<file path="config.mk">
export PLATFORM = sky130hd
export DESIGN_NAME = stream_mux_rr
export DESIGN_NICKNAME = d
export VERILOG_FILES = /design/src/rtl/stream_mux_rr_pkg.sv /design/src/rtl/stream_mux_rr_arbiter.sv /design/src/rtl/stream_mux_rr.sv
export SDC_FILE = /design/constraint.sdc
export NUM_CORES = 1
export LEC_CHECK = 0
export CAP_MARGIN = 20
export CORE_MARGIN = 4
export CORE_UTILIZATION = 66
export CTS_CLUSTER_SIZE = 28
export DETAILED_ROUTE_END_ITERATION = 12
export DONT_BUFFER_PORTS = 1
export PLACE_DENSITY = 0.82
export SLEW_MARGIN = 20
export SYNTH_ARGS = -nofsm -noshare
export SYNTH_HDL_FRONTEND = slang
export SYNTH_SLANG_ARGS = --single-unit
</file>
<file path="constraint.sdc">
create_clock -name clk -period 5.75 [get_ports clk]
set_input_delay 1.15 -clock clk [delete_from_list [all_inputs] [get_ports clk]]
set_output_delay 1.15 -clock clk [all_outputs]
set_load 0.1 [all_outputs]
</file>
<file path="src/rtl/stream_mux_rr_pkg.sv">
// Shared types and helpers for the registered N-to-1 stream multiplexer.
// Holds the output-register fill state and the pointer wrap helper.
package stream_mux_rr_pkg;

  typedef enum logic {
    ST_EMPTY = 1'b0,
    ST_FULL  = 1'b1
  } fill_t;

  function automatic int unsigned wrap_inc(
    input int unsigned g,
    input int unsigned n
  );
    return (g == n - 1) ? 32'd0 : g + 32'd1;
  endfunction

endpackage

</file>
<file path="src/rtl/stream_mux_rr_arbiter.sv">
// Combinational rotate-priority scan: first requester at or after ptr.
// Wraps modulo NUM_CH, so non-power-of-two channel counts work.
module rr_arbiter #(
  parameter  int NUM_CH = 8,
  localparam int SEL_W  = $clog2(NUM_CH)
) (
  input  logic [NUM_CH-1:0] req,
  input  logic [SEL_W-1:0]  ptr,
  output logic [SEL_W-1:0]  grant,
  output logic              grant_vld
);

  int idx;

  always_comb begin
    grant     = '0;
    grant_vld = 1'b0;
    idx       = 0;
    for (int k = 0; k < NUM_CH; k++) begin
      idx = int'(ptr) + k;
      if (idx >= NUM_CH) idx = idx - NUM_CH;
      if (!grant_vld && req[idx[SEL_W-1:0]]) begin
        grant     = idx[SEL_W-1:0];
        grant_vld = 1'b1;
      end
    end
  end

endmodule

</file>
<file path="src/rtl/stream_mux_rr.sv">
// Registered N-to-1 stream mux, static-select or round-robin grant.
// One output register with full-throughput valid/ready handshake.
module stream_mux_rr
  import stream_mux_rr_pkg::*;
#(
  parameter  int NUM_CH = 8,
  parameter  int WIDTH  = 8,
  localparam int SEL_W  = $clog2(NUM_CH)
) (
  input  logic                    clk,
  input  logic                    rst_n,
  input  logic                    mode,
  input  logic [SEL_W-1:0]        sel,
  input  logic [NUM_CH-1:0]       in_valid,
  input  logic [NUM_CH*WIDTH-1:0] in_data,
  output logic [NUM_CH-1:0]       in_ready,
  output logic                    out_valid,
  output logic [WIDTH-1:0]        out_data,
  output logic [SEL_W-1:0]        out_ch,
  input  logic                    out_ready
);

  fill_t             state_q;
  fill_t             state_d;
  logic [SEL_W-1:0]  rr_ptr;
  logic [SEL_W-1:0]  rr_grant;
  logic              rr_vld;
  logic [NUM_CH-1:0] sel_req;
  logic              s_vld;
  logic [SEL_W-1:0]  grant;
  logic              grant_vld;
  logic              load;
  logic              xfer;

  rr_arbiter #(
    .NUM_CH (NUM_CH)
  ) u_arb (
    .req       (in_valid),
    .ptr       (rr_ptr),
    .grant     (rr_grant),
    .grant_vld (rr_vld)
  );

  // Shift keeps out-of-range sel values from indexing past in_valid.
  assign sel_req   = in_valid >> sel;
  assign s_vld     = (int'(sel) < NUM_CH) && sel_req[0];

  assign grant     = mode ? rr_grant : sel;
  assign grant_vld = mode ? rr_vld : s_vld;

  assign out_valid = (state_q == ST_FULL);
  assign load      = !out_valid || out_ready;
  assign xfer      = load && grant_vld;
  assign in_ready  = xfer ? (NUM_CH'(1) << grant) : '0;

  always_comb begin
    state_d = state_q;
    if (load) state_d = grant_vld ? ST_FULL : ST_EMPTY;
  end

  always_ff @(posedge clk or negedge rst_n) begin
    if (!rst_n) state_q <= ST_EMPTY;
    else        state_q <= state_d;
  end

  always_ff @(posedge clk or negedge rst_n) begin
    if (!rst_n) begin
      out_data <= '0;
      out_ch   <= '0;
      rr_ptr   <= '0;
    end else if (xfer) begin
      out_data <= in_data[int'(grant)*WIDTH +: WIDTH];
      out_ch   <= grant;
      if (mode) rr_ptr <= SEL_W'(wrap_inc(32'(grant), NUM_CH));
    end
  end

endmodule
</file>
==> flow_summary_export.csv, run 1 <==
group,metric,value,unit
synth,synth_compound_area_frac,0.2619,
synth,seq_area_frac_synth,0.1224,
synth,synth_mux_area_frac,0.3807,
worst_setup_path,path_max_fanout,14,
placement,gp_congestion,0.9124,
worst_setup_path,cp-end-kind,"output port",
synth,yosys.area_share.simple,0.1146,
worst_setup_path,worstPathArrival,4.31,ns
synth,synth_area,0.003067,mm^2
timing,worstMarginPinSlew,0.9303,ns
clock_network,worst_skew_pair.late_latency,0.25,ns
timing,fin_worst_hold_slack,0.5894,ns
power_and_ir_drop,p_int,0.0009970,W
synth,synthAdderAreaFrac,0.02448,
route,first_pass_iters,5,
global_routing,antenna_found_initial,0,
global_routing,grt_overflow_total,0,
power_and_ir_drop,ir_drop,0.5729,mV
synth,synthXorXnorAreaFrac,0.01428,
timing,finalMaxSlewViolations,0,
floorplanning,die_h,76.17,um
power_and_ir_drop,p_seq_frac,0.205,
worst_setup_path,crit_required,4.60,ns
placement,place_area,0.003177,mm^2
layout,fillers,317,
synth,synthArstFlopShare,1.000,
hold_path,holdCritPathClass,"input pin to async pin",
synth,synth_top_family_by_area,"multiplexers",
power_and_ir_drop,power_leakage,1.214,nW
layout,seqCellArea,375.4,um^2
floorplanning,fp-row-count,24,
route,via_per_inst,7.471,
layout,areaGrowthSynthToFinish,5.141,%
synth,synth_top_area_share,0.1224,
synth,synth_area_per_cell,9.465,um^2
placement,io_buffers,0,
timing,min_period,5.462,ns
clock_network,cts.sinks,15,
route,route.vias.total,2727,
synth,ys_ff_latch,15,
global_routing,grt_first_pass_wirelength,13880,um
timing,finClkSkew,0.003864,ns
timing,fin_crit_sh,0.9499,
synth,synth.largest_area_cell,"dfrtp_1",
layout,layout.nets,399,
route,antenna_left,0,
synth,synth-main-ff-cell,"dfrtp_1",
job,drv_cap,0,
synth,synth_nets,409,
clock_network,cts_setup_buffers,0,
clock_network,clk_pin_slew,0.07,ns
layout,layout_commonest_cell,"mux2i_1",
power_and_ir_drop,combPwrFrac,0.759,
power_and_ir_drop,power_density,742.6,mW/mm^2
layout,n_antenna_cell,0,
floorplanning,start_util,0.6947,
clock_network,clockBufferDepth,2,
timing,max_freq,183.1,MHz
global_routing,grt_pass1_vias,2703,
layout,drive_above_1_share,0.3099,
timing,grt_setup_unrepaired,"false",
global_routing,grt_max_degree,27,
layout,multi_input_comb_area,0.002479,mm^2
clock_network,numCtsBuffers,3,
power_and_ir_drop,swShare,0.5836,
clock_network,cts_tree,"built",
layout,final_area,0.003224,mm^2
synth,synth.area.top_cells,"dfrtp_1 (12%), mux2_2 (12%), mux2i_1 (11%), mux4_2 (10%), a221oi_2 (3.4%)",
power_and_ir_drop,clkPwrFrac,0.037,
timing,setup_viol,0,
worst_setup_path,crit_type,"flop to output port",
synth,netlist_instances,324,
floorplanning,fp.coreArea,0.004414,mm^2
clock_network,cts-root-buf,"clkbuf_8",
layout,final_cell_mix,"mux2i_1 (33), mux2_2 (32), nand2_1 (25), nor2_1 (18), a21oi_1 (17)",
floorplanning,die_w,76.17,um
global_routing,grt_use_total,0.2866,
clock_network,cts_max_level,1,
synth,synth_cell_types,64,
floorplanning,ioPinCount,99,
worst_setup_path,startpoint_type,"flop",
power_and_ir_drop,switching_power,0.001397,W
route,finalWirelength,8443,um
synth,synth-edff-count,0,
route,drt_iter0_drc,198,
placement,dp_hpwl,6487,um
clock_network,holdBufCountCts,0,
synth,ys_warn_count,0,
timing,slew_headroom,0.3798,
route,wl_per_cell,23.13,um
run_status,status,"finished, final reports clean",
route,drc,0,
timing,hold_viol_final,0,
floorplanning,die_area,0.005801,mm^2
through the flow:
step                  util  power [W]  setup WS, ns  std cells  TNS (ns)
floorplan                -   0.002008       -0.3931        324    -1.067
global placement    0.7197   0.002245        0.5266        361         0
detailed placement  0.7197   0.002273        0.4574        361         0
CTS                 0.7299   0.002365        0.1981        365         0
global route        0.7304   0.002556       0.06727        365         0
finish              0.7304   0.002394        0.2882        365         0
worst max-delay path, stage by stage, from the launching register on:
cell	delay, ns
dfrtp_1	0.35
inv_1	0.11
ha_2	0.51
mux2_2	0.42
mux4_2	0.45
or3_1	0.45
a2111oi_4	0.37
o21ai_2	0.13
o2bb2ai_4	0.21
o21ai_4	0.33
inv_4	0.16
ha_1	0.22
inv_1	0.11
nor2_2	0.07
buf_12	0.19
final timing paths:
check | start | cells past startpoint | slack (ns) | endpoint
worst max-delay path | rr_ptr[1] | 14 | 0.29 | in_ready[5]
worst min-delay path | rst_n | 0 | 0.59 | out_ch[1]
worst max register to register | rr_ptr[1] | 13 | 1.30 | out_data[2]
worst min register to register | rr_ptr[0] | 3 | 0.74 | rr_ptr[0]
max in group asynchronous | rst_n | 0 | 5.09 | rr_ptr[0]
min in group clk | rr_ptr[0] | 3 | 0.74 | rr_ptr[0]
power by group through the flow:
stage | registers (W) | logic, W | clock network, W
after floorplan | 0.000458 | 0.00155 | 0
after global placement | 0.000491 | 0.00175 | 0
after detailed placement | 0.000491 | 0.00178 | 0
after CTS | 0.000490 | 0.00179 | 0.0000889
after global routing | 0.000498 | 0.00196 | 0.0000942
final | 0.000490 | 0.00182 | 0.0000878
cell type report:
cell class / count / area share
repair buffers: 15 / 0.06597
multi-input cells: 267 / 0.7687
flip-flops and latches: 15 / 0.1164
well taps: 52 / 0.02018
inverters: 12 / 0.01475
clock buffers: 4 / 0.01397
cell families (layout without fill, tap and decap cells):
group,after synthesis,count (layout)
compound gates,93,93
flops,15,15
simple gates,75,75
fa+ha+maj,6,6
buf+inv,42,31
mux,88,88
xor+xnor,5,5
layer usage:
metal | up-vias | part of all wire | GRT usage | wire length, um
met2 | 180 | 0.46 | 0.4452 | 3868
met1 | 1293 | 0.39 | 0.3859 | 3329
met3 | 14 | 0.13 | 0.1040 | 1129
met4 | 0 | 0.014 | 0.05420 | 116
met5 | - | 0 | 0 | 0
li1 | 1240 | - | - | -
sequential cells by signal (all words and copies together) (netlist names):
name,flops
out_data,8
out_ch,3
rr_ptr,3
out_valid,1
cell usage after synthesis, types with 6 or more instances:
library cell,n
mux4_2,14
o21ai_1,6
a221oi_2,7
mux2_2,32
o2bb2ai_1,8
inv_1,8
dfrtp_1,15
ha_1,6
nand2_1,25
a221o_1,8
clkbuf_1,16
a21oi_1,17
nand2b_1,6
nor2_1,26
mux2i_1,33
what timing repair did:
action,in CTS,in global routing
endpoints found under the setup margin,0,4
endpoints found under the hold margin,0,0
resized for setup,0,1
Note: power is estimated with default switching activity, not from simulation.
==> run 2, diff against run 1 <==
--- a/config.mk
+++ b/config.mk
@@ -11,7 +11,7 @@
 export CTS_CLUSTER_SIZE = 28
 export DETAILED_ROUTE_END_ITERATION = 12
 export DONT_BUFFER_PORTS = 1
-export PLACE_DENSITY = 0.82
+export PLACE_DENSITY = 0.92
 export SLEW_MARGIN = 20
 export SYNTH_ARGS = -nofsm -noshare
 export SYNTH_HDL_FRONTEND = slang
==> run 2 against run 1 <==
Against the previous run:
- non-clock buffer count unchanged
- utilization up 0.34 points
- highest routed layer unchanged
- largest cell class unchanged
- maximum frequency down 3.0%
- clock-buffer cell count down 1
==> flow_summary_export.csv, run 2 (synthesis results as in run 1) <==
group,metric,value,unit
global_routing,grt_use_total,0.2926,
placement,dp_hpwl,6885,um
clock_network,clockBufferDepth,2,
worst_setup_path,max_stage_delay,0.47,ns
clock_network,numCtsBuffers,3,
layout,seqCellArea,375.4,um^2
layout,layout.nets,399,
route,route.vias.total,2892,
route,drc,0,
global_routing,grt_max_degree,27,
power_and_ir_drop,ir_drop,0.5666,mV
layout,postLayoutCoreUtil,0.7338,
floorplanning,fp-row-count,24,
route,antenna_left,0,
layout,reg_top3,"out_data (8), out_ch (3), rr_ptr (3)",
clock_network,clk_pin_slew,0.06,ns
timing,max_freq,177.7,MHz
route,finalWirelength,8934,um
floorplanning,die_area,0.005801,mm^2
timing,setup_slack,0.1214,ns
timing,worstMarginPinSlew,0.9485,ns
clock_network,cts_tree,"built",
worst_setup_path,crit_cells,14,
placement,gp_congestion,0.9620,
worst_setup_path,reg2reg_depth,13,
clock_network,cts_max_level,1,
clock_network,cts.sinks,15,
timing,setup_viol,0,
timing,hold_viol_final,0,
power_and_ir_drop,power_leakage,1.217,nW
route,via_per_inst,7.923,
worst_setup_path,startpoint_type,"flop",
floorplanning,die_w,76.17,um
placement,pre_cts_slack,0.2818,ns
worst_setup_path,path_max_fanout,13,
worst_setup_path,r2r_end,"out_data[6]",
layout,areaGrowthSynthToFinish,5.630,%
floorplanning,ioPinCount,99,
placement,io_buffers,0,
clock_network,worst_skew_pair.late_latency,0.25,ns
timing,finClkSkew,0.001668,ns
worst_setup_path,cp-end-kind,"output port",
worst_setup_path,crit_required,4.60,ns
layout,n_antenna_cell,0,
floorplanning,start_util,0.6947,
run_status,status,"finished, final reports clean",
timing,fin_worst_hold_slack,0.5852,ns
layout,drive_above_1_share,0.3163,
timing,fin_crit_sh,0.9789,
clock_network,cts-root-buf,"clkbuf_8",
layout,regMostFlops,"out_data",
timing,min_period,5.629,ns
global_routing,antenna_found_initial,0,
worst_setup_path,cp_slowest_cell,"mux4_2",
worst_setup_path,path_delay_family,"multiplexers",
worst_setup_path,r2r-start,"rr_ptr[0]",
power_and_ir_drop,power_density,753.7,mW/mm^2
power_and_ir_drop,power,0.002442,W
job,drv_cap,0,
layout,largest_reg_flops,8,
layout,multi_input_comb_area,0.002489,mm^2
worst_setup_path,path_cells,"clkinvlp_4, ha_4, mux2_1, mux4_2, or3_1, a2111oi_4, nand2b_1, o2bb2ai_4, o21ai_4, buf_4, ha_1, inv_1, nor2_4, buf_12",
global_routing,grt_pass1_vias,2904,
timing,slew_headroom,0.3677,
layout,final_cell_mix,"mux2i_1 (33), mux2_2 (32), nand2_1 (25), nor2_1 (18), a21oi_1 (17)",
global_routing,grt_first_pass_wirelength,14240,um
hold_path,holdCritPathClass,"input pin to async pin",
floorplanning,fp.coreArea,0.004414,mm^2
global_routing,grt_overflow_total,0,
worst_setup_path,r2r_setup_slack,1.37,ns
timing,finalMaxSlewViolations,0,
worst_setup_path,path_buf_inv,4,
layout,fillers,297,
worst_setup_path,worstPathArrival,4.48,ns
timing,grt_setup_unrepaired,"false",
worst_setup_path,crit_type,"flop to output port",
route,drt_iter0_drc,340,
route,wl_per_cell,24.48,um
route,first_pass_iters,7,
floorplanning,die_h,76.17,um
layout,layout_commonest_cell,"mux2i_1",
[run 2: through the flow]
step	cell area [um^2]	cells	setup TNS, ns
after detailed placement	3177	361	0
after CTS	3223	365	0
after floorplan	3097	324	-1.067
final	3239	365	0
after global routing	3239	365	0
after global placement	3177	361	0
[run 2: cell type report]
cell class / instances / area share
multi-input cells: 267 / 0.7683
flip-flops and latches: 15 / 0.1159
repair buffers: 15 / 0.06566
well taps: 52 / 0.02008
inverters: 12 / 0.01584
clock buffers: 3 / 0.01275
clock inverters: 1 / 0.001545
[run 2: power breakdown]
group / switching (W) / internal [W]
combinational: 0.00105 / 0.000812
sequential: 0.000343 / 0.000149
clock: 0.0000399 / 0.0000481
[run 2: worst max-delay path by stage]
stage / to / slack, ns / startpoint
global placement: in_ready[6] / 0.52 / in_valid[7]
CTS: in_ready[6] / 0.0007 / rr_ptr[0]
detailed placement: in_ready[6] / 0.28 / rr_ptr[0]
floorplan: in_ready[1] / -0.39 / rr_ptr[1]
global route: in_ready[6] / 0.02 / rr_ptr[0]
finish: in_ready[6] / 0.12 / rr_ptr[0]
[run 2: layer usage]
| metal | vias to the layer above | share of wire | routed length (um) | GRT usage |
|---|---|---|---|---|
| li1 | 1243 | - | - | - |
| met1 | 1375 | 0.35 | 3090 | 0.3311 |
| met2 | 223 | 0.51 | 4514 | 0.5154 |
| met3 | 51 | 0.11 | 958 | 0.06856 |
| met4 | 0 | 0.042 | 371 | 0.1346 |
| met5 | - | 0 | 0 | 0 |
[run 2: repair_timing]
| action | CTS | global route |
|---|---|---|
| buffers inserted | 0 | 0 |
| resized for setup | 0 | 3 |
| endpoints found under the setup margin | 0 | 8 |
| hold buffers | 0 | 0 |
